File: src/rtl/lcd_pkg.sv
// ---------------------------------------------------------------------------
// lcd_pkg
// Shared definitions for the HD44780-style character-LCD bus: instruction
// opcode masks, blank character code, DDRAM line geometry and the address
// counter helpers (validity, linear index, wrap-aware step). Used by the
// responder and by the text-LCD writer blocks.
// ---------------------------------------------------------------------------
package lcd_pkg;

    // Instruction opcodes, identified by their highest set bit
    localparam logic [7:0] OP_SET_DDRAM = 8'h80;
    localparam logic [7:0] OP_SET_CGRAM = 8'h40;
    localparam logic [7:0] OP_FUNC_SET  = 8'h20;
    localparam logic [7:0] OP_SHIFT     = 8'h10;
    localparam logic [7:0] OP_DISP_CTRL = 8'h08;
    localparam logic [7:0] OP_ENTRY     = 8'h04;
    localparam logic [7:0] OP_HOME      = 8'h02;
    localparam logic [7:0] OP_CLEAR     = 8'h01;

    localparam logic [7:0] BLANK_CHAR    = 8'h20;
    localparam logic [6:0] LINE0_BASE    = 7'h00;
    localparam logic [6:0] LINE1_BASE    = 7'h40;
    localparam logic [6:0] LINE0_LAST    = 7'h27;
    localparam logic [6:0] LINE1_LAST    = 7'h67;
    localparam logic [6:0] ONE_LINE_LAST = 7'h4F;
    localparam int         LINE_LEN      = 40;
    localparam int         DDRAM_DEPTH   = 80;

    typedef enum logic [3:0] {
        INSTR_NONE  = 4'd0,
        INSTR_CLEAR = 4'd1,
        INSTR_HOME  = 4'd2,
        INSTR_ENTRY = 4'd3,
        INSTR_DISP  = 4'd4,
        INSTR_SHIFT = 4'd5,
        INSTR_FUNC  = 4'd6,
        INSTR_CGRAM = 4'd7,
        INSTR_DDRAM = 4'd8
    } instr_t;

    typedef enum logic [1:0] {
        INIT_CLR = 2'd0,
        IDLE     = 2'd1,
        CLR_FILL = 2'd2
    } clr_state_t;

    // Display configuration bits held by the controller
    typedef struct packed {
        logic id;   // entry mode: 1 = increment
        logic s;    // entry mode: display shift (stored only)
        logic dl;   // function set: 8-bit interface (stored only)
        logic f;    // function set: font (stored only)
        logic n;    // function set: two-line mode
        logic d;    // display on
        logic c;    // cursor on (stored only)
        logic b;    // blink on (stored only)
    } lcd_cfg_t;

    function automatic instr_t instr_decode(input logic [7:0] op);
        instr_t r;
        if ((op & OP_SET_DDRAM) != 8'h00)      r = INSTR_DDRAM;
        else if ((op & OP_SET_CGRAM) != 8'h00) r = INSTR_CGRAM;
        else if ((op & OP_FUNC_SET) != 8'h00)  r = INSTR_FUNC;
        else if ((op & OP_SHIFT) != 8'h00)     r = INSTR_SHIFT;
        else if ((op & OP_DISP_CTRL) != 8'h00) r = INSTR_DISP;
        else if ((op & OP_ENTRY) != 8'h00)     r = INSTR_ENTRY;
        else if ((op & OP_HOME) != 8'h00)      r = INSTR_HOME;
        else if ((op & OP_CLEAR) != 8'h00)     r = INSTR_CLEAR;
        else                                   r = INSTR_NONE;
        return r;
    endfunction

    function automatic logic ac_valid(input logic [6:0] a, input logic two_line);
        logic r;
        if (two_line) r = (a <= LINE0_LAST) || ((a >= LINE1_BASE) && (a <= LINE1_LAST));
        else          r = (a <= ONE_LINE_LAST);
        return r;
    endfunction

    // Second line is stored directly after the first in the linear image
    function automatic logic [6:0] ac_index(input logic [6:0] a, input logic two_line);
        logic [6:0] r;
        if (two_line && (a >= LINE1_BASE)) r = a - LINE1_BASE + 7'(LINE_LEN);
        else                               r = a;
        return r;
    endfunction

    function automatic logic [6:0] ac_step(input logic [6:0] a, input logic inc,
                                           input logic two_line);
        logic [6:0] r;
        if (two_line) begin
            if (inc) begin
                if (a == LINE0_LAST)      r = LINE1_BASE;
                else if (a == LINE1_LAST) r = LINE0_BASE;
                else                      r = a + 7'd1;
            end else begin
                if (a == LINE1_BASE)      r = LINE0_LAST;
                else if (a == LINE0_BASE) r = LINE1_LAST;
                else                      r = a - 7'd1;
            end
        end else begin
            if (inc) begin
                if (a >= ONE_LINE_LAST)   r = LINE0_BASE;
                else                      r = a + 7'd1;
            end else begin
                if (a == LINE0_BASE)      r = ONE_LINE_LAST;
                else                      r = a - 7'd1;
            end
        end
        return r;
    endfunction

endpackage

File: src/rtl/lcd_ddram.sv
// ---------------------------------------------------------------------------
// lcd_ddram
// 80x8 display data RAM: one synchronous write port, two asynchronous read
// ports (bus read and display view). Out-of-range reads return 8'h00 and
// out-of-range writes are ignored.
// Ports: clk, we/waddr/wdata (write), raddr_a/rdata_a (bus),
//        raddr_b/rdata_b (view).
// ---------------------------------------------------------------------------
module lcd_ddram
    import lcd_pkg::*;
(
    input  logic       clk,
    input  logic       we,
    input  logic [6:0] waddr,
    input  logic [7:0] wdata,
    input  logic [6:0] raddr_a,
    output logic [7:0] rdata_a,
    input  logic [6:0] raddr_b,
    output logic [7:0] rdata_b
);

    logic [7:0] mem_r [0:DDRAM_DEPTH-1];

    // Synchronous write port
    always_ff @(posedge clk) begin
        if (we && (waddr < 7'(DDRAM_DEPTH))) begin
            mem_r[waddr] <= wdata;
        end
    end

    assign rdata_a = (raddr_a < 7'(DDRAM_DEPTH)) ? mem_r[raddr_a] : 8'h00;
    assign rdata_b = (raddr_b < 7'(DDRAM_DEPTH)) ? mem_r[raddr_b] : 8'h00;

endmodule

File: src/rtl/lcd_hd44780_responder.sv
// ---------------------------------------------------------------------------
// lcd_hd44780_responder
// Receiving end of an 8-bit HD44780-style LCD bus. Synchronizes E/RS/RW/DIN,
// commits a transaction after each E falling edge, decodes instructions,
// keeps the DDRAM image, address counter, display config and busy flag, and
// answers status/data read cycles.
// Ports: clk, rst (async active-low); LCD_E/LCD_RS/LCD_RW/LCD_DIN bus in;
//        LCD_DOUT/LCD_DOE bus read data; busy, ac, disp_on, two_line, err
//        status; view_addr -> view_char combinational display view.
// ---------------------------------------------------------------------------
module lcd_hd44780_responder
    import lcd_pkg::*;
#(
    parameter int BUSY_CYC     = 40,
    parameter int CLR_BUSY_CYC = 100
) (
    input  logic       clk,
    input  logic       rst,
    input  logic       LCD_E,
    input  logic       LCD_RS,
    input  logic       LCD_RW,
    input  logic [7:0] LCD_DIN,
    output logic [7:0] LCD_DOUT,
    output logic       LCD_DOE,
    output logic       busy,
    output logic [6:0] ac,
    output logic       disp_on,
    output logic       two_line,
    output logic       err,
    input  logic [6:0] view_addr,
    output logic [7:0] view_char
);

    localparam int                CNT_W     = $clog2(CLR_BUSY_CYC + BUSY_CYC + 1);
    localparam logic [CNT_W-1:0]  BUSY_LOAD = CNT_W'(BUSY_CYC);
    localparam logic [CNT_W-1:0]  CLR_LOAD  = CNT_W'(CLR_BUSY_CYC);
    localparam logic [CNT_W-1:0]  CNT_ONE   = CNT_W'(1);
    localparam logic [CNT_W-1:0]  CNT_ZERO  = CNT_W'(0);
    localparam logic [6:0]        FILL_LAST = 7'(DDRAM_DEPTH - 1);
    localparam lcd_cfg_t          CFG_RESET = '{id: 1'b1, s: 1'b0, dl: 1'b1, f: 1'b0,
                                                n: 1'b0, d: 1'b0, c: 1'b0, b: 1'b0};

    logic        e_meta_r, e_sync_r, e_prev_r;
    logic        rs_meta_r, rs_sync_r, rw_meta_r, rw_sync_r;
    logic [7:0]  din_meta_r, din_sync_r;
    logic        rs_lat_r, rw_lat_r;
    logic [7:0]  din_lat_r;

    clr_state_t  state_r, state_nxt_s;
    logic [6:0]  fill_idx_r, fill_idx_nxt_s;
    logic [6:0]  ac_r, ac_nxt_s;
    lcd_cfg_t    cfg_r, cfg_nxt_s;
    logic        err_r, err_nxt_s;
    logic [CNT_W-1:0] busy_cnt_r, busy_cnt_nxt_s;
    logic        busy_r;
    logic        doe_r, doe_nxt_s;
    logic [7:0]  dout_r, dout_nxt_s;

    logic        fall_s, wr_s, rd_step_s;
    instr_t      instr_s;
    logic        mem_we_s;
    logic [6:0]  mem_waddr_s;
    logic [7:0]  mem_wdata_s;
    logic [7:0]  bus_rdata_s;

    // Two-flop synchronizers, E edge history and last-E-high bus capture
    always_ff @(posedge clk or negedge rst) begin
        if (!rst) begin
            e_meta_r   <= 1'b0;
            e_sync_r   <= 1'b0;
            e_prev_r   <= 1'b0;
            rs_meta_r  <= 1'b0;
            rs_sync_r  <= 1'b0;
            rw_meta_r  <= 1'b0;
            rw_sync_r  <= 1'b0;
            din_meta_r <= 8'h00;
            din_sync_r <= 8'h00;
            rs_lat_r   <= 1'b0;
            rw_lat_r   <= 1'b0;
            din_lat_r  <= 8'h00;
        end else begin
            e_meta_r   <= LCD_E;
            e_sync_r   <= e_meta_r;
            e_prev_r   <= e_sync_r;
            rs_meta_r  <= LCD_RS;
            rs_sync_r  <= rs_meta_r;
            rw_meta_r  <= LCD_RW;
            rw_sync_r  <= rw_meta_r;
            din_meta_r <= LCD_DIN;
            din_sync_r <= din_meta_r;
            if (e_sync_r) begin
                rs_lat_r  <= rs_sync_r;
                rw_lat_r  <= rw_sync_r;
                din_lat_r <= din_sync_r;
            end
        end
    end

    assign fall_s    = e_prev_r & ~e_sync_r;
    assign wr_s      = fall_s & ~rw_lat_r;
    assign rd_step_s = fall_s & rw_lat_r & rs_lat_r;
    assign instr_s   = instr_decode(din_lat_r);

    // Controller state registers; reset starts the power-on clear with busy held
    always_ff @(posedge clk or negedge rst) begin
        if (!rst) begin
            state_r    <= INIT_CLR;
            fill_idx_r <= 7'd0;
            ac_r       <= 7'd0;
            cfg_r      <= CFG_RESET;
            err_r      <= 1'b0;
            busy_cnt_r <= CLR_LOAD;
            busy_r     <= 1'b1;
            doe_r      <= 1'b0;
            dout_r     <= 8'h00;
        end else begin
            state_r    <= state_nxt_s;
            fill_idx_r <= fill_idx_nxt_s;
            ac_r       <= ac_nxt_s;
            cfg_r      <= cfg_nxt_s;
            err_r      <= err_nxt_s;
            busy_cnt_r <= busy_cnt_nxt_s;
            busy_r     <= (busy_cnt_nxt_s != CNT_ZERO);
            doe_r      <= doe_nxt_s;
            dout_r     <= dout_nxt_s;
        end
    end

    // Clear sequencer, instruction/data decode, AC stepping and busy counter
    always_comb begin
        state_nxt_s    = state_r;
        fill_idx_nxt_s = fill_idx_r;
        ac_nxt_s       = ac_r;
        cfg_nxt_s      = cfg_r;
        err_nxt_s      = err_r;
        busy_cnt_nxt_s = (busy_cnt_r != CNT_ZERO) ? (busy_cnt_r - CNT_ONE) : CNT_ZERO;
        mem_we_s       = 1'b0;
        mem_waddr_s    = 7'd0;
        mem_wdata_s    = 8'h00;

        // The fill always finishes inside the busy window, so it never
        // competes with a bus write for the single write port.
        case (state_r)
            INIT_CLR, CLR_FILL: begin
                mem_we_s    = 1'b1;
                mem_waddr_s = fill_idx_r;
                mem_wdata_s = BLANK_CHAR;
                if (fill_idx_r == FILL_LAST) begin
                    state_nxt_s    = IDLE;
                    fill_idx_nxt_s = 7'd0;
                end else begin
                    fill_idx_nxt_s = fill_idx_r + 7'd1;
                end
            end
            IDLE: begin
                fill_idx_nxt_s = 7'd0;
            end
            default: begin
                state_nxt_s = IDLE;
            end
        endcase

        if (wr_s) begin
            if (busy_r) begin
                err_nxt_s = 1'b1;
            end else begin
                busy_cnt_nxt_s = BUSY_LOAD;
                if (rs_lat_r) begin
                    if (ac_valid(ac_r, cfg_r.n)) begin
                        mem_we_s    = 1'b1;
                        mem_waddr_s = ac_index(ac_r, cfg_r.n);
                        mem_wdata_s = din_lat_r;
                    end else begin
                        mem_we_s = 1'b0;
                    end
                    ac_nxt_s = ac_step(ac_r, cfg_r.id, cfg_r.n);
                end else begin
                    case (instr_s)
                        INSTR_DDRAM: begin
                            if (ac_valid(din_lat_r[6:0], cfg_r.n)) ac_nxt_s  = din_lat_r[6:0];
                            else                                   err_nxt_s = 1'b1;
                        end
                        INSTR_CGRAM: begin
                            ac_nxt_s = ac_r;
                        end
                        INSTR_FUNC: begin
                            cfg_nxt_s.dl = din_lat_r[4];
                            cfg_nxt_s.n  = din_lat_r[3];
                            cfg_nxt_s.f  = din_lat_r[2];
                        end
                        INSTR_SHIFT: begin
                            // Only cursor moves touch AC; display shift has no view effect
                            if (!din_lat_r[3]) ac_nxt_s = ac_step(ac_r, din_lat_r[2], cfg_r.n);
                            else               ac_nxt_s = ac_r;
                        end
                        INSTR_DISP: begin
                            cfg_nxt_s.d = din_lat_r[2];
                            cfg_nxt_s.c = din_lat_r[1];
                            cfg_nxt_s.b = din_lat_r[0];
                        end
                        INSTR_ENTRY: begin
                            cfg_nxt_s.id = din_lat_r[1];
                            cfg_nxt_s.s  = din_lat_r[0];
                        end
                        INSTR_HOME: begin
                            ac_nxt_s = 7'd0;
                        end
                        INSTR_CLEAR: begin
                            state_nxt_s    = CLR_FILL;
                            fill_idx_nxt_s = 7'd0;
                            busy_cnt_nxt_s = CLR_LOAD;
                            ac_nxt_s       = 7'd0;
                            cfg_nxt_s.id   = 1'b1;
                        end
                        default: begin
                            ac_nxt_s = ac_r;
                        end
                    endcase
                end
            end
        end else if (rd_step_s) begin
            ac_nxt_s = ac_step(ac_r, cfg_r.id, cfg_r.n);
        end else begin
            ac_nxt_s = ac_r;
        end
    end

    // Read-cycle bus response, driven while synchronized E is high
    always_comb begin
        doe_nxt_s  = e_sync_r & rw_sync_r;
        dout_nxt_s = 8'h00;
        if (e_sync_r && rw_sync_r) begin
            if (rs_sync_r) dout_nxt_s = bus_rdata_s;
            else           dout_nxt_s = {busy_r, ac_r};
        end else begin
            dout_nxt_s = 8'h00;
        end
    end

    lcd_ddram u_ddram (
        .clk     (clk),
        .we      (mem_we_s),
        .waddr   (mem_waddr_s),
        .wdata   (mem_wdata_s),
        .raddr_a (ac_index(ac_r, cfg_r.n)),
        .rdata_a (bus_rdata_s),
        .raddr_b (view_addr),
        .rdata_b (view_char)
    );

    assign LCD_DOUT = dout_r;
    assign LCD_DOE  = doe_r;
    assign busy     = busy_r;
    assign ac       = ac_r;
    assign disp_on  = cfg_r.d;
    assign two_line = cfg_r.n;
    assign err      = err_r;

endmodule

File: config.mk
export PLATFORM = sky130hd
export DESIGN_NAME = lcd_hd44780_responder
export DESIGN_NICKNAME = d
export VERILOG_FILES = /design/src/rtl/lcd_pkg.sv /design/src/rtl/lcd_ddram.sv /design/src/rtl/lcd_hd44780_responder.sv
export SDC_FILE = /design/constraint.sdc
export NUM_CORES = 1
export LEC_CHECK = 0
export CORE_ASPECT_RATIO = 1.1
export CORE_UTILIZATION = 40
export CTS_CLUSTER_SIZE = 10
export DETAILED_ROUTE_END_ITERATION = 10
export GPL_TIMING_DRIVEN = 0
export HOLD_SLACK_MARGIN = 0.1
export PLACE_DENSITY = 0.62
export SLEW_MARGIN = 20
export SYNTH_ARGS = -nofsm -noshare
export SYNTH_HDL_FRONTEND = slang
export SYNTH_SLANG_ARGS = --single-unit
File: constraint.sdc
create_clock -name clk -period 10.15 [get_ports clk]
set_input_delay 3.045 -clock clk [delete_from_list [all_inputs] [get_ports clk]]
set_output_delay 3.045 -clock clk [all_outputs]
set_load 0.1 [all_outputs]
# --- After elaboration in Yosys (flattened, before gate mapping) ---
# Memory sizes are Yosys's and may differ from the RTL's.
# Cells that the tools add are included.
totals:
  regBits: 71
  latch_bits: 0
  ramBits: 640
  romBits: 0
  input_bits: 20
  output_inout_bits: 28
  wordCells: 171
  n_memories: 1
classes:
  addsub: 6
  n_mul: 0
  div_mod_pow: 0
  magnitude_cmp: 12
  eq_ne: 19
  n_shift: 0
  n_mux: 80
  bitwise: 9
  n_reduce_logical: 21
mem_list:
  columns: ["name", "depth", "word_bits", "rd", "rd_clocked_by_memory_dff", "wr", "line", "rtl"]
  rows:
  - ["u_ddram.mem_r", 80, 8, 2, 0, 1, "lcd_ddram.sv:22", "logic [7:0] mem_r [0:DDRAM_DEPTH-1];"]
op_table:
  columns: ["op", "n"]
  rows:
  - ["$mux 7", 31]
  - ["$mux 8", 11]
  - ["$le 7x7->1 const B", 4]
  - ["$eq 7x7->1 const B", 3]
  - ["$ge 7x7->1 const B", 3]
  - ["$lt 7x7->1 const B", 3]
  - ["$mux 1", 21]
  - ["$pmux 7 s3", 1]
  - ["$mux 4", 5]
  - ["$reduce_and 4->1", 4]
  - ["$reduce_bool 8->1", 2]
  - ["$add 7x1->7 const B", 2]
  - ["$le 7x6->1 const B", 2]
  - ["$mux 2", 7]
  - ["$pmux 7 s2", 1]
  - ["$eq 4x3->1 const B", 3]
  - ["$eq 4x2->1 const B", 2]
  - ["$ne 4x4->1 const B", 2]
  - ["$sub 8x1->8 const B", 1]
  - ["$add 7x6->7 const B", 1]
  - ["$eq 7x6->1 const B", 1]
  - ["$logic_not 7->1", 1]
  - ["$sub 7x1->7 const B", 1]
  - ["$sub 7x7->7 const B", 1]
  - ["other kinds (18)", 34]

# --- Depth between registers and ports, before layout ---
# Gate-level depths: netlist of run 1.
depth:
  depth_word: 18
  ltp_mapped: 12
  ltp_nobuf: 8

# --- By module ---
# Synthesis of run 1 repeated with hierarchy kept, for this count alone.
hier_totals:
  cells_unflattened: 1989
  area_unflattened_um2: 33896.3
by_module_without_submodules:
  columns: ["mod", "n_inst", "cells_each", "area_per_inst_um2", "seq_area_each_um2"]
  rows:
  - ["lcd_ddram", 1, 1561, 29952.5, 19218.4]
  - ["lcd_hd44780_responder", 1, 428, 3943.8, 1783.0]

# --- Worst setup path after synthesis of run 1 ---
# No wires, ideal clock.
synth_path:
  path_kind: "input to output"
  start: "input port view_addr[0]"
  end: "output port view_char[0]"
  arrival_ns: 6.423
  t_required_ns: 7.105
  setup_slack_ns: 0.682
  stages: 6
  path_buffers: 2
  path_cell_list: "buf_2 clkbuf_1 mux4_2 mux4_2 mux2i_1 o21ai_0"
synth_via:
  elab_chain_cells: 2
  elab_cells_between_ends: 3
  cone_classes: "1 x order compare; 1 x mux; 1 x memory"
synth_rtl:
  columns: ["item", "line", "rtl"]
  rows:
  - ["start, declared", "lcd_hd44780_responder.sv:30", "input logic [6:0] view_addr,"]
  - ["$mem_v2 80x8 / $lt 7x7->1 (equally long branches)", null, null]
  - ["$mux 8 (*)", "lcd_ddram.sv:32", "assign rdata_b = (raddr_b < 7'(DDRAM_DEPTH)) ? mem_r[raddr_b] : 8'h00;"]
  - ["end, declared", "lcd_hd44780_responder.sv:31", "output logic [7:0] view_char"]
# Mark *: on every way between the ends. The rest lies on a longest branch, timed or not.

# --- Worst setup path in the final report of run 1 ---
layout_path:
  start: "input port view_addr[1]"
  end: "output port view_char[3]"
# The elaborated chain is that of the path after synthesis.

==> results of run 1 <==
-- final cells by class --
type                    instances  share of cell area
diodes                          2           0.0001286
plain buffers                 139             0.01942
clock buffers                 109             0.05585
clock inverters                 9            0.003151
inverters                      18            0.001736
multi-input cells            1050              0.3253
flip-flops and latches        711              0.5397
well taps                    1140             0.03665
repair buffers                 54             0.01807
-- power groups by stage --
stage,Clock (uW),Sequential (uW),Combinational (uW)
2_1_floorplan,0,3660,1930
3_3_place_gp,0,3550,3360
3_5_place_dp,0,3530,3410
4_1_cts,2680,3470,3420
5_1_grt,2790,3490,3570
6_report,2670,3470,3500
-- path summary, 6_finish.rpt --
check,startpoint,to,slack (ps)
worst max-delay path,view_addr[1],view_char[3],-50
worst min-delay path,din_meta_r[2],din_sync_r[2],350
worst max register to register,ac[4],u_ddram.mem_r[75][4],5110
worst min register to register,din_meta_r[2],din_sync_r[2],350
max in group asynchronous,rst,busy_cnt_r[6],7240
min in group asynchronous,rst,din_sync_r[2],2280
-- placed cells by master (no fill, tap or decap), types with 21 or more instances in the layout --
cell type        instances
mux2i_1                 32
nand3_1                 27
nor2_1                 155
nor3_1                  21
edfxtp_1               640
mux4_2                 367
clkbuf_16               82
a21oi_1                 31
mux2_2                  31
o21ai_0                 33
buf_2                   47
clkbuf_1                74
dfrtp_1                 66
nand2_1                 82
clkdlybuf4s50_1         35
-- layer usage --
metal	GRT usage	share of wire
met5	0	0.00013
met4	0.1495	0.059
met3	0.05595	0.11
met1	0.3576	0.36
met2	0.4410	0.47
-- worst register-to-register path: stages, from the launching register on --
cell and delay, ps:
dfrtp_1 540, buf_2 300, clkinv_1 340, ha_1 480
nor4_1 730, nor3_1 240, o21ai_0 490, o21ai_2 490
nor2_1 1050
-- cell families after synthesis --
group | share of synthesized area
AO/OA/AOI/OAI | 0.04494
XOR/XNOR | 0.004073
adder cells (fa/ha/maj) | 0.003273
buffers and inverters | 0.02349
flip-flops | 0.6103
multiplexers | 0.2597
AND/OR/NAND/NOR | 0.05425
-- registers in the layout, summed over array words and instances (netlist names), 2 cells and up --
name / count
u_ddram.mem_r: 640
LCD_DOUT: 8
busy_cnt_r: 8
din_lat_r: 8
din_meta_r: 8
din_sync_r: 8
ac: 7
fill_idx_r: 7
state_r: 2
-- repair_timing --
| item | 4_1_cts | 5_1_grt |
|---|---|---|
| hold buffers | 0 | 0 |
| endpoints found under the setup margin | 6 | 0 |
| resized for setup | 9 | 0 |
-- per-stage QoR --
stage	cell area [um2]	setup TNS, ps	setup WS, ps	utilization	power [uW]
after detailed placement	36600	-293.5	-71.42	0.4303	6934
final	38910	-73.47	-47.24	0.4575	9645
after floorplan	34410	0	682.1	-	5593
after global placement	36260	-982.3	-213.5	0.4262	6905
after CTS	38890	0	7.311	0.4573	9572
after global routing	38910	0	28.47	0.4574	9847
==> impl_results.md, run 1 <==
- Yosys cell types: 83
- WP data required: slightly above 7000 ps
- CTS Buffer Depth: 3
- Ports: 48
- H-tree depth: 3
- Via density per instance: approximately 6.7
- Gate power share: 0.363
- CP bufs+invs: 4
- Seq/Total Area, Yosys: 0.6103
- Pin count of the biggest net entering global routing: 65
- Hold Slack: ~350 ps
- Clock sink total: approximately 710
- Post-synth EDFFs: 640
- Status: complete, but fails checks
- Area grow syn2layout: 13.09%
- Unrepaired setup endpoints after global routing: false
- Worst setup EP type: primary output
- Synth top cells by count: 640 x edfxtp_1, 367 x mux4_2, 163 x nor2_1, 82 x nand2_1, 66 x dfrtp_1
- P_sw: approximately 3600 uW
- Syn avg cell area: between 15 and 20 um2
- Hold Vio Cnt, Final: 0
- Worst-Skew Late Latency: approximately 660 ps
- Hold Path Depth: 0
- Core Rows: about 110
- Syn Inst Count: 1918
- Number of buffers created by CTS: 82
- Worst-path clk slew: roughly 60 ps
- Violated checks: negative setup slack
- Yosys warns: 0
- CP cell instances: buf_2, clkbuf_1, clkbuf_1, a211oi_1, a211oi_1, a21oi_1, o221ai_1, clkdlybuf4s50_1
- Part of the power in registers: 0.360
- Synthesis-stage register bit count: just over 700
- Crit-path slowest cell: clkdlybuf4s50_1
- Die ar.: 87200 um2
- Static Leak: around 0.013 uW
- GRT Overall Usage: 0.2768
- IO buf count: 42
- CP delay by family, top: buffers and inverters
- Vias: around 22000
- Avg WL per Cell: approximately 37 um
- Fin nets: between 2000 and 2500
- Cells on worst reg2reg path: 8
- Core box area: 85060 um2
- Share of cells above drive strength 1: 0.3057
- Die Y-Extent: 309.6 um
- CP startpoint kind: input port
- Initial antenna violation count: 2
- Hpwl dp: between 80 and 90 mm
- Initial Util: 0.4045
- Ys flop type: edfxtp_1
- Synth area leaders: edfxtp_1 56%, mux4_2 24%, dfrtp_1 4.8%
- DRT Wirelength: ~120 mm
- Final Cycle Share: 1.005
- Routability cong.: 0.9463
- Worst clock skew: around 23 ps
- Fmax: 98.07 MHz
- Power Density: 247.9 nW/um2
- Overflow after GRT: 0
- Worst EP arrival: 7150 ps
- Min Tclk post-route: about 10000 ps
- Global-route wire length before repair: approximately 170 mm
- Root buf cell: clkbuf_16
- Final worst setup slack: -47.24 ps
- Residual DRC: 0
- Cell Area, Synth: about 34000 um2
- Highest cell delay on the worst timing path: between 1000 and 1500 ps
- Clock Power Share: 0.277
- Die width: 281.7 um
- Final setup fails: 2
- Switching Fraction: 0.3766
- Power Internal: 6013 uW
- Slew Limit Fails: 0
- Hold Crit Class: flop to flop
- WS Path Type: input port to primary output
- Maxcap violations: 0
- Worst relative slew slack: 0.1265
- Layout Cells excl Fill: ~3200
- Initial DRC count: approximately 3300
- Worst path depth: 8
- Multi-input gate area: 12660 um2
- Yosys top cell by area: edfxtp_1
- Layout fillers: between 7000 and 8000
- Slew at the pin with the worst max-slew slack: 1310 ps
- FFs w/ async S/R, synth: 0.09986
- CTS tree: yes
- Vias in the first global route: between 20000 and 25000
- Reg area: around 21000 um2
- Placed Cells: between 3000 and 4000
- First-pass iteration count of the detailed router: 6
- Most frequent cell after synthesis: edfxtp_1
- Peak supply drop: 0.0001368 V
- Post-route ant nets: 0
- Post CTS Setup Buffer Count: 0
- Crit-path max FO: 10
- Synth top area share: 0.5585
- Syn nets: ~1900
(Power assumes the default switching activity.)
==> inputs of run 2 (changes only) <==
- RECOVER_POWER: default -> 50
==> run 2 against run 1 <==
The run ends with max-capacitance violations, max-slew violations, negative setup slack left. Global-route usage unchanged. Cell count unchanged. Power down 0.39%. First-iteration DRC count up 0.18%. Non-clock buffer count unchanged. Largest cell class unchanged.
==> impl_results.md, run 2 (synthesis gave the netlist of run 1 again) <==
- Hold Vio Cnt, Final: 0 (unchanged)
- Final Cell Area: 38580 um2 (-0.85%)
- Worst-Skew Late Latency: 660 ps (about the same)
- WS Path Type: input port to primary output
- Multi-input gate area: 12590 um2 (-0.53%)
- Hold Crit Class: flop to flop
- Residual DRC: 0 (unchanged)
- Hpwl dp: 83.09 mm (unchanged)
- Final worst setup slack: -9.986 ps (+37.25 ps)
- Fmax: 98.43 MHz (+0.37%)
- Final Cycle Share: 1.001 (-0.003670)
- Via density per instance: 6.678 (about the same)
- Worst-path clk slew: 60 ps (about the same)
- Avg WL per Cell: 36.91 um (about the same)
- Violated checks: max-capacitance violations, max-slew violations, negative setup slack
- WP data required: 7110 ps (about the same)
- DRT Wirelength: 119.3 mm (about the same)
- Unrepaired setup endpoints after global routing: false
- Pin count of the biggest net entering global routing: 65 (unchanged)
- Initial antenna violation count: 3 (+1)
- Die Y-Extent: 309.6 um (unchanged)
- Worst relative slew slack: -1.116 (-1.243)
- Slew Limit Fails: 584 (+584)
- Commonest cells after routing, fill and taps aside: 640 x edfxtp_1, 367 x mux4_2, 158 x nor2_1
- CTS Buffer Depth: 3 (unchanged)
- Area grow syn2layout: 12.13%
- Vias: 21580 (-0.069%)
- H-tree depth: 3 (unchanged)
- Slew at the pin with the worst max-slew slack: 3174 ps (+1864 ps)
- Commonest non-fill, non-tap cell in the layout: edfxtp_1
- GRT Overall Usage: 0.2768 (unchanged)
- Cells on worst reg2reg path: 9 (+1)
- Worst EP arrival: 7110 ps (-40 ps)
- Layout Cells excl Fill: 3232 (unchanged)
- Initial DRC count: 3329 (+0.18%)
- Global-route wire length before repair: 165.5 mm (unchanged)
- Biggest register: u_ddram.mem_r
- Reg area: 21000 um2 (unchanged)
- Worst clock skew: 23.48 ps (+0.9648 ps)
- CP startpoint kind: input port
- First-pass iteration count of the detailed router: 6 (unchanged)
- Final setup fails: 1 (-1)
- Clock sink total: 711 (unchanged)
- Overflow after GRT: 0 (unchanged)
- Peak supply drop: 0.0001357 V (-0.87%)
- Fin nets: 2085 (unchanged)
- Power Density: 249.0 nW/um2 (+0.46%)
- Maxcap violations: 15 (+15)
- Crit-path max FO: 10 (unchanged)
- Post-route ant nets: 0 (unchanged)
- Static Leak: 0.01317 uW (-1.3%)
- Layout fillers: 7261 (+0.68%)
- Number of buffers created by CTS: 82 (unchanged)
- Hold Path Depth: 0 (unchanged)
- Placed Cells: 3112 (unchanged)
- Max FFs per register: 640 (unchanged)
- Post CTS Setup Buffer Count: 0 (unchanged)
- Final TNS setup: -9.986 ps (+63.48 ps)
- Die ar.: 87200 um2 (unchanged)
- IO buf count: 42 (unchanged)
- Core box area: 85060 um2 (unchanged)
- DP Area: 36600 um2 (unchanged)
- Ports: 48 (unchanged)
- Min Tclk post-route: 10160 ps (-37.25 ps)
- Initial Util: 0.4045 (unchanged)
- Share of cells above drive strength 1: 0.2904 (-0.01531)
- Worst setup EP type: primary output
- Status: complete, but fails checks
- Routability cong.: 0.9463 (unchanged)
- Vias in the first global route: 21620 (unchanged)
- Core Rows: 112 (unchanged)
- CTS tree: yes
- Die width: 281.7 um (unchanged)
- Root buf cell: clkbuf_16
-- run 2: changes by cell type in the layout (fill, tap and decap cells not counted), moves of 7 or more --
cell / change
clkbuf_1: +22
dlygate4sd3_1: +11
clkdlybuf4s50_1: -11
buf_16: -7
-- run 2: layout make-up --
| cell class | count | share of cell area |
|---|---|---|
| Sequential cell | 711 | 0.5443 |
| Multi-Input combinational cell | 1050 | 0.3264 |
| Clock buffer | 109 | 0.05633 |
| Tap cell | 1140 | 0.03697 |
| Buffer | 139 | 0.01884 |
| Timing Repair Buffer | 54 | 0.01213 |
| Clock inverter | 9 | 0.003178 |
| Inverter | 18 | 0.001751 |
| Antenna cell | 2 | 0.0001297 |
-- run 2: path summary, 6_finish.rpt --
path,startpoint,end,slack (ps)
max,view_addr[0],view_char[1],-10
min,din_meta_r[2],din_sync_r[2],350
max reg2reg,ac[0],u_ddram.mem_r[68][5],1100
min reg2reg,din_meta_r[2],din_sync_r[2],350
max in group asynchronous,rst,fill_idx_r[1],4450
min in group asynchronous,rst,ac[3],2600
-- run 2: critical path, stage by stage --
cell             delay, ps
buf_2                  270
buf_2                  430
buf_2                  540
mux4_2                 630
mux4_2                 550
mux2i_1                320
o21ai_0                260
clkdlybuf4s50_1       1040
-- run 2: metal layers --
layer  part of all wire  global-route usage  up-vias
li1                   -                   -     8293
met1               0.36              0.3576    11420
met2               0.47              0.4410     1551
met3               0.11             0.05595      317
met4              0.064              0.1495        2
met5            0.00013                   0        -
-- run 2: timing repair --
action / 4_1_cts / 5_1_grt
hold buffers: 0 / 0
setup endpoints to repair: 6 / 0
gates resized for setup: 9 / 0
hold endpoints to repair: 0 / 0
-- run 2: where the power goes --
group	leakage [uW]	switching (uW)	internal, uW
Sequential	0.00751	99.0	3380
Clock	0.00111	1180	1490
Combinational	0.00455	2350	1110
Total	0.0132	3620	5980
-- run 2: metrics by stage --
| step | total power, uW | utilization | hold slack (ps) | worst slack, ps |
|---|---|---|---|---|
| 6_report | 9608 | 0.4536 | 349.6 | -9.986 |
| 5_1_grt | 9809 | 0.4535 | 356.7 | 28.47 |
| 4_1_cts | 9572 | 0.4573 | 353.6 | 7.311 |
| 3_5_place_dp | 6934 | 0.4303 | 335.7 | -71.42 |
| 3_3_place_gp | 6905 | 0.4262 | 341.8 | -213.5 |
| 2_1_floorplan | 5593 | - | 331.2 | 682.1 |
==> inputs of run 3 (changes only) <==
- CAP_MARGIN: default -> 5
- RECOVER_POWER: 50 -> default
==> results of run 3 <==
The final DEF is identical to that of run 1; final timing and power are the same.
